`src/rtl/cache_pkg.sv`:
```
// Shared types and defaults for the cache power-on initialisation sequencer.
package cache_pkg;

  localparam int unsigned DEF_INDEX_WIDTH = 8;
  localparam int unsigned DEF_TAG_WIDTH   = 14;
  localparam int unsigned PERF_WIDTH      = 32;

  // Per-line state word held in the tag/state RAM.
  typedef struct packed {
    logic                     valid;
    logic                     dirty;
    logic [DEF_TAG_WIDTH-1:0] tag;
  } line_state_t;

  localparam line_state_t LINE_STATE_INVALID = '0;

  typedef enum logic [1:0] {
    S_IDLE,
    S_WAIT_CALIB,
    S_CLEAR,
    S_DONE
  } init_state_t;

endpackage : cache_pkg

```
`src/rtl/cache_init_seq.sv`:
```
// Power-on cache initialisation: after launch and DDR calibration, writes an
// invalid line-state word to every cache index, then raises cache_ready.
// Loss of calibration aborts or invalidates the sweep and forces a restart.
// Optional macro CACHE_INIT_PERF_EN adds the init_cycles performance counter.
module cache_init_seq
  import cache_pkg::*;
#(
  parameter int unsigned INDEX_WIDTH = DEF_INDEX_WIDTH,
  parameter int unsigned TAG_WIDTH   = DEF_TAG_WIDTH
) (
  input  logic                   clk,
  input  logic                   rstn,
  input  logic                   launch,
  input  logic                   calib_done,
  output logic                   tag_wr_valid,
  input  logic                   tag_wr_ready,
  output logic [INDEX_WIDTH-1:0] tag_wr_addr,
  output logic [TAG_WIDTH+1:0]   tag_wr_data,
  output logic                   cache_ready
`ifdef CACHE_INIT_PERF_EN
  ,
  output logic [PERF_WIDTH-1:0]  init_cycles
`endif
);

  localparam int unsigned DATA_WIDTH = TAG_WIDTH + 2;

  init_state_t            state_q, state_d;
  logic [INDEX_WIDTH-1:0] index_q, index_d;
  logic                   tag_wr_valid_q, tag_wr_valid_d;
  logic [INDEX_WIDTH-1:0] tag_wr_addr_q, tag_wr_addr_d;
  logic [DATA_WIDTH-1:0]  tag_wr_data_q, tag_wr_data_d;
  logic                   cache_ready_q, cache_ready_d;
  logic                   beat_accepted;
  logic                   last_index;

  assign beat_accepted = tag_wr_valid_q & tag_wr_ready;
  assign last_index    = &index_q;

  // Next-state, index and output decode; outputs follow the next state so
  // they leave the flops aligned with the state they belong to.
  always_comb begin
    state_d        = state_q;
    index_d        = index_q;
    tag_wr_valid_d = 1'b0;
    tag_wr_addr_d  = '0;
    tag_wr_data_d  = DATA_WIDTH'(LINE_STATE_INVALID);
    cache_ready_d  = 1'b0;

    case (state_q)
      S_IDLE: begin
        if (launch) begin
          state_d = S_WAIT_CALIB;
        end
      end
      S_WAIT_CALIB: begin
        index_d = '0;
        if (calib_done) begin
          state_d = S_CLEAR;
        end
      end
      S_CLEAR: begin
        // Calibration loss wins over a beat accepted in the same cycle.
        if (!calib_done) begin
          state_d = S_WAIT_CALIB;
          index_d = '0;
        end else if (beat_accepted) begin
          if (last_index) begin
            state_d = S_DONE;
            index_d = '0;
          end else begin
            index_d = index_q + INDEX_WIDTH'(1);
          end
        end
      end
      S_DONE: begin
        // DDR contents are considered lost: re-sweep from scratch.
        if (!calib_done) begin
          state_d = S_WAIT_CALIB;
          index_d = '0;
        end
      end
      default: begin
        state_d = S_IDLE;
        index_d = '0;
      end
    endcase

    tag_wr_valid_d = (state_d == S_CLEAR);
    tag_wr_addr_d  = index_d;
    cache_ready_d  = (state_d == S_DONE);
  end

  // State, index and output registers with synchronous active-low reset.
  always_ff @(posedge clk) begin
    if (!rstn) begin
      state_q        <= S_IDLE;
      index_q        <= '0;
      tag_wr_valid_q <= 1'b0;
      tag_wr_addr_q  <= '0;
      tag_wr_data_q  <= '0;
      cache_ready_q  <= 1'b0;
    end else begin
      state_q        <= state_d;
      index_q        <= index_d;
      tag_wr_valid_q <= tag_wr_valid_d;
      tag_wr_addr_q  <= tag_wr_addr_d;
      tag_wr_data_q  <= tag_wr_data_d;
      cache_ready_q  <= cache_ready_d;
    end
  end

  assign tag_wr_valid = tag_wr_valid_q;
  assign tag_wr_addr  = tag_wr_addr_q;
  assign tag_wr_data  = tag_wr_data_q;
  assign cache_ready  = cache_ready_q;

`ifdef CACHE_INIT_PERF_EN
  logic [PERF_WIDTH-1:0] init_cycles_q, init_cycles_d;
  logic                  perf_busy;

  assign perf_busy = (state_q == S_WAIT_CALIB) || (state_q == S_CLEAR);

  // Saturating count of cycles spent waiting for calibration or sweeping.
  always_comb begin
    init_cycles_d = init_cycles_q;
    if (perf_busy && !(&init_cycles_q)) begin
      init_cycles_d = init_cycles_q + PERF_WIDTH'(1);
    end
  end

  // Performance counter register; cleared only by reset.
  always_ff @(posedge clk) begin
    if (!rstn) begin
      init_cycles_q <= '0;
    end else begin
      init_cycles_q <= init_cycles_d;
    end
  end

  assign init_cycles = init_cycles_q;
`endif

endmodule : cache_init_seq

```
`config.mk`:
```
export PLATFORM = sky130hd
export DESIGN_NAME = cache_init_seq
export DESIGN_NICKNAME = d
export VERILOG_FILES = /design/src/rtl/cache_pkg.sv /design/src/rtl/cache_init_seq.sv
export SDC_FILE = /design/constraint.sdc
export NUM_CORES = 1
export LEC_CHECK = 0
export ABC_AREA = 1
export ABC_CLOCK_PERIOD_IN_PS = 1600
export BUFFER_PORTS_ARGS = -buffer_cell sky130_fd_sc_hd__buf_2
export CAP_MARGIN = 10
export CORE_AREA = 2 2 57 59
export CTS_BUF_LIST = sky130_fd_sc_hd__clkbuf_4 sky130_fd_sc_hd__clkbuf_8
export DETAILED_ROUTE_END_ITERATION = 6
export DIE_AREA = 0 0 59 61
export GPL_TIMING_DRIVEN = 0
export PLACE_DENSITY = 0.49
export SYNTH_ARGS = -nofsm -noshare
export SYNTH_HDL_FRONTEND = slang
export SYNTH_SLANG_ARGS = --single-unit
```
`constraint.sdc`:
```
create_clock -name clk -period 1.6 [get_ports clk]
set_input_delay 0.16 -clock clk [delete_from_list [all_inputs] [get_ports clk]]
set_output_delay 0.16 -clock clk [all_outputs]
set_load 0.01 [all_outputs]
```
### After elaboration in Yosys (flattened, before gate mapping)

Cells that the tools add are included.

| storage, ports and cells | value |
|---|---|
| output and inout bits | 26 |
| logic and storage cells | 29 |
| input bits | 5 |
| register bits after elaboration | 12 |

| operators by class | value |
|---|---|
| reductions and logical operators | 4 |
| equality and inequality tests | 7 |
| bitwise gates (word level) | 1 |
| multiplexer cells | 12 |
| $add $sub $neg | 1 |

Operators with widths:

| kind | number |
|---|---|
| $mux W8 | 4 |
| $pmux W8 S3 | 1 |
| $mux W2 | 6 |
| $add A8 B1 Y8 const B | 1 |
| $eq A2 B2 Y1 const B | 4 |
| $pmux W2 S4 | 1 |
| $reduce_and A8 Y1 | 1 |
| $ne A3 B3 Y1 const B | 1 |
| $reduce_and A3 Y1 | 1 |
| $reduce_bool A3 Y1 | 1 |
| $eq A2 B1 Y1 const B | 1 |
| $logic_not A2 Y1 | 1 |
| $ne A2 B2 Y1 const B | 1 |
| $and A1 B1 Y1 | 1 |

### Longest topological paths before layout

Gate-level depths: netlist (run 1).

| logic depth | value |
|---|---|
| depth after elaboration | 6 |
| mapped depth | 10 |
| mapped depth without buffers | 10 |

### Worst setup path after synthesis (run 1)

Ideal clock, no wire load.

| timing path | value |
|---|---|
| kind | reg-to-reg |
| from | reg state_q[0] |
| to | reg tag_wr_addr_q[0] (netlist: tag_wr_addr[0]) |
| stages on the path, launching flop included | 8 |
| required time | 1.530 ns |
| arrival | 1.263 ns |
| period minus slack after synthesis | 1.333 ns |
| library setup time | 0.070 ns |
| path buffers | 0 |
| slack | 0.267 ns |
| cells stage by stage | dfxtp_1 > inv_1 > ha_1 > nand2_1 > o21ai_2 > nand2_2 > or2_0 > a21oi_1 |

| on the way | value |
|---|---|
| cells in the longest elaborated chain, start to end | 3 |
| elaborated cells between the ends (all ways) | 8 |
| classes of those cells | eq/ne (5); mux (1); reduce/logical (2) |

Ends and longest elaborated chain:

| element | line | source |
|---|---|---|
| start, declared | cache_init_seq.sv:28 | `init_state_t state_q, state_d;` |
| start signal, assigned | cache_init_seq.sv:104 | `state_q <= state_d;` |
| $eq A2 B2 Y1 / $eq A2 B1 Y1 (equally long branches) | cache_init_seq.sv:50 | `case (state_q)` |
| $ne A3 B3 Y1 (no line) (tied with other cells) | -- |  |
| $reduce_and A3 Y1 (no line) | -- |  |
| end signal, assigned | cache_init_seq.sv:107 | `tag_wr_addr_q <= tag_wr_addr_d;` |
| end, declared | cache_init_seq.sv:31 | `logic [INDEX_WIDTH-1:0] tag_wr_addr_q, tag_wr_addr_d;` |

Parallel ways exist; a longest one is shown, timed or not.
A chain may end at the register's enable or synchronous reset.

### Final worst setup path (run 1)

| timing path | value |
|---|---|
| from | reg state_q[1] |
| to | reg tag_wr_addr_q[0] (netlist: tag_wr_addr[0]) |

Same word-level chain as after synthesis.

==> flow_summary.ini, run 1 <==
[place]
dp_hpwl_um = 1376
dp_cells = 192
gp_congestion = 0.8229
port_buffers = 14
dpl_ws_ns = 0.05001
postPlaceCellArea_um2 = 1020

[clocking]
clock_sinks = 12
cts.reportedPaths.clkPinSlew_ns = 0.08
cts_tree = yes
clk_latency_ns = 0.27
cts.repair_timing.setup_buffer_count = 0
cts-buffers-inserted = 3
cts_max_path_buffers = 2
ctsRootBufferMaster = clkbuf_4
htree_num_levels = 1

[routing]
detailedRoute.firstPassIterationCount = 4
antenna_left = 0
avgViaCountPerCell = 4.122
routed_wire_length_per_instance_um = 8.746
drt_iter0_drc = 34
drc_errors = 0
routed_wirelength_um = 1723
vias = 812

[timing]
finalWorstSetupSlack_ns = 0.1410
timing.fmax_mhz = 685.4
final_max_slew_viol_count = 0
rsz0062_at_grt = false
hold_ws_ns = 0.1791
post-route-min-period_ns = 1.459
final.period_utilization_pct = 91.19
setup_tns_ns = 0
finalClockSkew_ns = 0.005825
setup_viol = 0
report.final.hold_viol_count = 0

[setup_path]
r2r-start = state_q[1]
critical_path.endpoint_type = flip-flop
setup_crit_end = tag_wr_addr[0]
critical_path_cell_count = 7
worst-path-buf-inv = 1
cp_slowest_cell = dfxtp_1
cp_max_fo = 8
setup.worst_path.start_class = flip-flop
critPathTopFamily = simple AND/OR/NAND/NOR gates
path_cells = inv_1 > ha_1 > nand2_1 > o21ai_2 > nand2_4 > or2_0 > a21oi_1
path_class = reg2reg
timing.rr.end = tag_wr_addr[0]
r2r_slack_ns = 0.14
worst-endpoint-required_ns = 1.81
worst_ep_arrival_time_ns = 1.67
crit_path_start = state_q[1]
rr_worst_depth = 7
critPathMaxStageDelay_ns = 0.38

[yosys]
number_of_enable_type_register_cells_in_the_synthesized_netlist = 0
synth_seq_area_share_pct = 28.19
synthTopCellsByArea = dfxtp_1, nand2_1, buf_4, inv_1, ha_1
syn-mean-instance-area_um2 = 6.554
yosys_register_bits = 12
synth_cell_type_count = 20
ys_async_sr_fraction_pct = 0
synth.cell_area_um2 = 852.1
synth.yosys.warnings = 0
ys_dominant_reg_cell = dfxtp_1
synth_top_cell_area_share_pct = 28.19
netlist_instances = 130
synth_top_area_cell = dfxtp_1

[floorplanning]
floorplan.die_area_um2 = 3599
design.portCount = 31
floorplan.initialDensity_pct = 28.86
floorplan.rows = 20
coreArea_um2 = 2953
die_y_um = 61
chipWidth_um = 59

[outcome]
outcome = finished, final reports clean

[power]
pwr_density_cell_nw_per_um2 = 686.1
ir_drop_mv = 0.4443
leakage_nw = 0.5545
fin_total_pwr_uw = 741.7

[min_path]
hold_path.class = in2reg

[cells_and_area]
filler_cell_count = 333
final_design_area_no_fill_um2 = 1081
layout_commonest_cell = nand2_1
multiInputGateArea_um2 = 504.2
register_area_um2 = 241.5
design.final.nets = 175
finalCoreUtilization_pct = 36.61
most_used_cells_in_the_layout_excluding_fill_and_tap_cells = nand2_1, inv_1, buf_4, conb_1, buf_2
num_antenna_cells = 0
layoutNonFillerInstCount = 197
area_growth_pct = 26.87
post_route_cells_drive_above_1_share_pct = 27.44

[global_route]
gr-total-overflow = 0
grt_pass1_wl_um = 2918
track_usage_pct = 10.55
grt_antenna_before_repair = 0
first_global_vias = 738
grt_start_max_net_pins = 10

[flow_run]
drv_cap = 0
-- report_power, final --
| group | switching (mW) | internal (mW) | leakage [nW] |
|---|---|---|---|
| Combinational | 0.110 | 0.0738 | 0.436 |
| Clock | 0.102 | 0.138 | 0.0210 |
| Sequential | 0.00975 | 0.308 | 0.0973 |
-- kinds of logic after synthesis --
group	after synthesis	share of synthesized area, %
simple gates	64	32.01
buf+inv	34	22.03
compound gates	14	9.985
flops	12	28.19
fa+ha+maj	5	7.342
other cells	1	0.4401
-- tightest hold or removal path: cells and delay by family --
family                 cells  cell delay (ns)
buffers and inverters      2             0.16
and+or+nand+nor            1             0.09
-- worst min-delay path by stage --
stage	start	endpoint	slack (ns)	cells after the start
global placement	rstn	state_q[0]	0.45	3
CTS	rstn	state_q[0]	0.18	3
detailed placement	rstn	state_q[0]	0.46	3
floorplan	rstn	state_q[0]	0.31	2
finish	rstn	state_q[0]	0.18	3
global route	rstn	tag_wr_addr[1]	0.21	3
-- final cells by class --
cell class                      count  share of cell area, %
Multi-Input combinational cell    100                  46.64
Inverter                           18                  6.250
Timing Repair Buffer               14                  6.481
Sequential cell                    12                  22.34
Buffer                             16                  11.11
Tap cell                           33                  3.819
Clock buffer                        4                  3.356
-- routing by layer --
layer / global-route usage [%] / part of all wire [%] / wire length [µm]
met5: 0 / 0 / 0
met2: 18.41 / 45 / 780
met3: 3.838 / 5.6 / 96
met4: 2.597 / 0 / 0
met1: 12.34 / 49 / 846
-- cells in the mapped netlist (2+ instances only) --
master   instances
buf_4           16
o21ai_0          4
nand4_1          3
nor2_1          13
nand3_1          9
dfxtp_1         12
nand2_2          2
ha_1             5
a21oi_1          7
nand2_1         33
inv_1           17
-- registers in the layout, indices dropped and copies added (netlist names) --
signal        cells
cache_ready       1
tag_wr_valid      1
tag_wr_addr       8
state_q           2
-- timing repair --
action	4_1_cts	5_1_grt
hold buffers	0	0
gates resized for setup	0	6
endpoints found under the setup margin	0	8
hold endpoints to repair	0	0
Note: power is estimated with default switching activity, not from simulation.
==> run 2: changes to the inputs <==
- ABC_CLOCK_PERIOD_IN_PS: 1600 -> 1800
- clock period: 1.6 -> 1.8 ns (I/O delays scaled with it)
==> run 2 against run 1 <==
  * Worst setup slack gained 0.12 ns
  * Fmax shrank 5.1%
  * Clock skew rose by 0.0013 ns
  * Critical endpoint is now tag_wr_addr[7]
==> flow_summary.ini, run 2 (synthesis gave the netlist of run 1 again) <==
[power]
pwr_density_cell_nw_per_um2 = 613.2
leakage_nw = 0.5517
fin_total_pwr_uw = 647.5
ir_drop_mv = 0.3938

[place]
dpl_ws_ns = 0.2500
gp_congestion = 0.8229
dp_hpwl_um = 1376
port_buffers = 14

[min_path]
hold_path.class = in2reg

[setup_path]
r2r_slack_ns = 0.26
timing.rr.end = tag_wr_addr[7]
r2r-start = state_q[0]
setup_crit_end = tag_wr_addr[7]
worst_ep_arrival_time_ns = 1.71
setup.worst_path.start_class = flip-flop
rr_worst_depth = 8
crit_path_start = state_q[0]
critical_path.endpoint_type = flip-flop
path_class = reg2reg
worst-endpoint-required_ns = 1.98
cp_max_fo = 9

[timing]
setup_viol = 0
finalClockSkew_ns = 0.007145
report.final.hold_viol_count = 0
hold_ws_ns = 0.1976
rsz0062_at_grt = false
setup_tns_ns = 0
finalWorstSetupSlack_ns = 0.2633
final.period_utilization_pct = 85.37
post-route-min-period_ns = 1.537
timing.fmax_mhz = 650.7
final_max_slew_viol_count = 0

[global_route]
grt_start_max_net_pins = 10
grt_pass1_wl_um = 2918
track_usage_pct = 10.55
gr-total-overflow = 0
grt_antenna_before_repair = 0
first_global_vias = 738

[routing]
antenna_left = 0
routed_wirelength_um = 1647
detailedRoute.firstPassIterationCount = 2
drt_iter0_drc = 39
avgViaCountPerCell = 4.051
vias = 794
drc_errors = 0
routed_wire_length_per_instance_um = 8.403

[floorplanning]
chipWidth_um = 59
floorplan.rows = 20
design.portCount = 31
floorplan.die_area_um2 = 3599
die_y_um = 61
coreArea_um2 = 2953
floorplan.initialDensity_pct = 28.86

[cells_and_area]
largest_register_ffs = 8
area_growth_pct = 23.94
most_used_cells_in_the_layout_excluding_fill_and_tap_cells = nand2_1, inv_1, buf_4, conb_1, buf_2
finalCoreUtilization_pct = 35.76
num_antenna_cells = 0
layout_commonest_cell = nand2_1
post_route_cells_drive_above_1_share_pct = 24.54
filler_cell_count = 339
design.final.nets = 174

[clocking]
htree_num_levels = 1
cts-buffers-inserted = 3
cts_tree = yes
post_cts_resize_count = 0
cts.reportedPaths.clkPinSlew_ns = 0.08
hold_buffers = 0
cts.repair_timing.setup_buffer_count = 0
clk_latency_ns = 0.27
ctsRootBufferMaster = clkbuf_4
cts_max_path_buffers = 2
clock_sinks = 12

[outcome]
outcome = finished, final reports clean

[flow_run]
drv_cap = 0
-- run 2: changes by cell type in the layout (fill, tap and decap cells not counted) --
cell	change
nor4_1	+1
dfxtp_2	-1
inv_1	+1
dfxtp_1	+1
a21oi_2	-1
o21ai_0	+1
o21ai_2	-1
nand2_4	-1
inv_2	-1
nor4_2	-1
nand2_2	+1
-- run 2: worst min path at each step --
stage | start | to | cells after the start
CTS | rstn | state_q[0] | 3
finish | rstn | state_q[0] | 3
global placement | rstn | state_q[0] | 3
floorplan | rstn | state_q[0] | 2
detailed placement | rstn | state_q[0] | 3
global route | rstn | tag_wr_addr[1] | 3
-- run 2: critical path, cell delays in order, from the launching register on --
cell     delay, ns
dfxtp_1       0.41
inv_1         0.10
ha_1          0.24
nand2_2       0.10
inv_2         0.07
a21oi_4       0.27
nand2_1       0.08
nand2_1       0.12
nor2_1        0.06
-- run 2: area by class of cell --
cell class	instances	area [µm²]	area share, %
inverters	18	67.56	6.398
clock buffers	4	36.28	3.436
flip-flops and latches	12	240.2	22.75
repair buffers	14	70.07	6.635
well taps	33	41.29	3.910
multi-input cells	99	480.5	45.50
plain buffers	16	120.1	11.37
-- run 2: where the power goes --
group / total, mW / switching [mW] / internal [mW] / leakage [nW]
logic: 0.153 / 0.0915 / 0.0617 / 0.434
clock network: 0.213 / 0.0898 / 0.123 / 0.0210
registers: 0.281 / 0.00871 / 0.273 / 0.0971
total: 0.648 / 0.190 / 0.457 / 0.552
-- run 2: through the flow --
stage               cells  instance area, µm²
floorplan             145               908.4
global placement      192                1020
detailed placement    192                1020
CTS                   196                1056
global route          196                1056
finish                196                1056
-- run 2: routing by layer --
layer | GRT usage (%) | wire (µm) | vias up
met5 | 0 | 0 | -
met1 | 12.34 | 794 | 332
met3 | 3.838 | 100 | 0
met4 | 2.597 | 0 | 0
li1 | - | - | 441
met2 | 18.41 | 753 | 21
==> run 3: changes to the inputs <==
- ABC_AREA: 1 -> unset
- ABC_CLOCK_PERIOD_IN_PS: 1800 -> 1600
- CORE_AREA: 2 2 57 59 -> 2 2 54 56
- DIE_AREA: 0 0 59 61 -> 0 0 56 58
- HOLD_SLACK_MARGIN: unset -> 0.03
- PLACE_DENSITY: 0.49 -> 0.51
- clock period: 1.8 -> 1.6 ns (I/O delays scaled with it)
==> run 3 against run 2 <==
  * The flow now finishes with violations (setup timing)
  * Critical path depth decreased by 1
  * Synthesized area decreased by 9.3%
  * Combinational power increased by 94%
  * Clock power decreased by 15%
  * Global-route usage increased by 0.89 points
  * Via count decreased by 5.2%
  * Core utilization increased by 7.1 points
  * Hold slack got worse by 0.031 ns
  * Power increased by 25%
  * Clock skew increased by 0.0012 ns
  * Register-to-register slack got worse by 0.40 ns
  * Clock-buffer cell count decreased by 1
  * Critical path type unchanged
  * Critical endpoint is now tag_wr_addr[4]
  * Largest power group unchanged
==> flow_summary.ini, run 3 <==
[timing]
timing.fmax_mhz = 576.5
final.period_utilization_pct = 108.4
finalClockSkew_ns = 0.008345
finalWorstSetupSlack_ns = -0.1346
setup_viol = 8
rsz0062_at_grt = true
final_max_slew_viol_count = 0
post-route-min-period_ns = 1.735
report.final.hold_viol_count = 0

[cells_and_area]
most_used_cells_in_the_layout_excluding_fill_and_tap_cells = buf_4, conb_1, buf_2
largest_register_ffs = 8
layoutNonFillerInstCount = 168
design.final.nets = 149
finalCoreUtilization_pct = 42.86
num_antenna_cells = 0
post_route_cells_drive_above_1_share_pct = 45.26
layout_commonest_cell = buf_4
area_growth_pct = 47.57

[clocking]
cts-buffers-inserted = 3
cts_max_path_buffers = 2
clock_sinks = 12
cts.reportedPaths.clkPinSlew_ns = 0.07
clk_latency_ns = 0.27
hold_buffers = 0
htree_num_levels = 1
cts_tree = yes
ctsRootBufferMaster = clkbuf_4

[floorplanning]
design.portCount = 31
die_y_um = 58
floorplan.die_area_um2 = 3248
coreArea_um2 = 2663
floorplan.initialDensity_pct = 29.04
chipWidth_um = 56
floorplan.rows = 19

[flow_run]
drv_cap = 0

[yosys]
synth.cell_area_um2 = 773.2
yosys_register_bits = 12
synth_top_cell_area_share_pct = 31.07
number_of_enable_type_register_cells_in_the_synthesized_netlist = 0
netlist_instances = 95
synth_cell_type_count = 29
synthTopCellsByArea = dfxtp_1, buf_4, ha_1, or3_1, a21oi_1
synth.top_cells.by_count = buf_4, dfxtp_1, a21oi_1, nand2_1, o21ai_0
synth_top_area_cell = dfxtp_1
syn-mean-instance-area_um2 = 8.139
synth_seq_area_share_pct = 31.07
synth_most_common_cell = buf_4
ys_dominant_reg_cell = dfxtp_1
synth.yosys.warnings = 0
ys_async_sr_fraction_pct = 0

[place]
dpl_ws_ns = -0.2749
dp_cells = 155
gp_congestion = 0.7004
dp_hpwl_um = 1238
port_buffers = 14

[setup_path]
setup.worst_path.start_class = flip-flop
cp_slowest_cell = dfxtp_4
path_cells = inv_4 > ha_4 > and2_4 > a221o_1 > buf_6 > or3_1 > a21oi_1
worst-endpoint-required_ns = 1.80
path_class = reg2reg
cp_max_fo = 7
worst_ep_arrival_time_ns = 1.93
critical_path.endpoint_type = flip-flop
critPathMaxStageDelay_ns = 0.37

[power]
pwr_density_cell_nw_per_um2 = 707.7
ir_drop_mv = 0.4689
leakage_nw = 0.5063

[global_route]
grt_start_max_net_pins = 9
first_global_vias = 649
grt_pass1_wl_um = 2911
gr-total-overflow = 0
grt_antenna_before_repair = 0
track_usage_pct = 11.44

[outcome]
failed_checks = setup timing
outcome = complete, but fails checks

[routing]
routed_wire_length_per_instance_um = 10.54
antenna_left = 0
drc_errors = 0
vias = 753
routed_wirelength_um = 1770
detailedRoute.firstPassIterationCount = 4
avgViaCountPerCell = 4.482
drt_iter0_drc = 6

[min_path]
hold_path.class = in2reg
[run 3: repair_timing]
action / CTS / global route
buffers inserted: 7 / 3
resized for setup: 15 / 7
setup endpoints to repair: 11 / 12
pin swaps: 7 / 5
[run 3: layout make-up]
type | count | area, µm²
Inverter | 5 | 23.77
Fill cell | 287 | 1521
Multi-Input combinational cell | 76 | 516.7
Buffer | 17 | 131.4
Sequential cell | 12 | 250.2
Clock buffer | 3 | 22.52
Tap cell | 31 | 38.79
Timing Repair Buffer | 24 | 157.7
[run 3: where the power goes]
part           internal (mW)  switching (mW)
clock                 0.0869          0.0939
sequential             0.313          0.0165
combinational          0.152           0.145
total                  0.552           0.255
[run 3: metrics by stage]
stage | TNS (ns) | cell area, µm² | total power [mW] | hold slack [ns]
final | -0.7188 | 1141 | 0.8075 | 0.1669
after global routing | -1.508 | 1141 | 0.8726 | 0.1620
after floorplan | -0.2554 | 850.8 | 0.4934 | 0.2816
after CTS | -0.7454 | 1096 | 0.7987 | 0.1555
after detailed placement | -1.978 | 959.7 | 0.5404 | 0.4284
after global placement | -1.700 | 959.7 | 0.5366 | 0.4294
[run 3: path summary, 6_finish.rpt]
check                           cells after the start      startpoint  slack (ns)             end
worst max register to register                      7      state_q[0]       -0.13  tag_wr_addr[4]
worst max-delay path                                7      state_q[0]       -0.13  tag_wr_addr[4]
worst min-delay path                                2            rstn        0.17      state_q[0]
worst min register to register                      2  tag_wr_addr[1]        0.48  tag_wr_addr[1]
[run 3: metal layers]
layer | GRT usage, % | share of wire [%] | vias up
met3 | 4.018 | 5.0 | 4
met5 | 0 | 0 | -
met4 | 4.082 | 1.6 | 0
met1 | 13.80 | 45 | 335
met2 | 18.99 | 49 | 19
li1 | - | - | 395
[run 3: critical path: cells and delay by family (launching register included)]
kind | cells | cell delay (ns)
buffers and inverters | 2 | 0.22
AOI/OAI and AO/OA | 2 | 0.48
DFF | 1 | 0.37
and+or+nand+nor | 2 | 0.44
adders and majority gates | 1 | 0.15
[run 3: logic make-up (layout without fill, tap and decap cells)]
family	after synthesis	in the layout	synth area share (%)
and+or+nand+nor	31	31	21.52
AOI/OAI and AO/OA	23	23	19.09
buffers and inverters	22	49	18.61
DFF	12	12	31.07
adders and majority gates	5	5	8.091
other	1	16	0.4850
xor gates and xnor gates	1	1	1.133
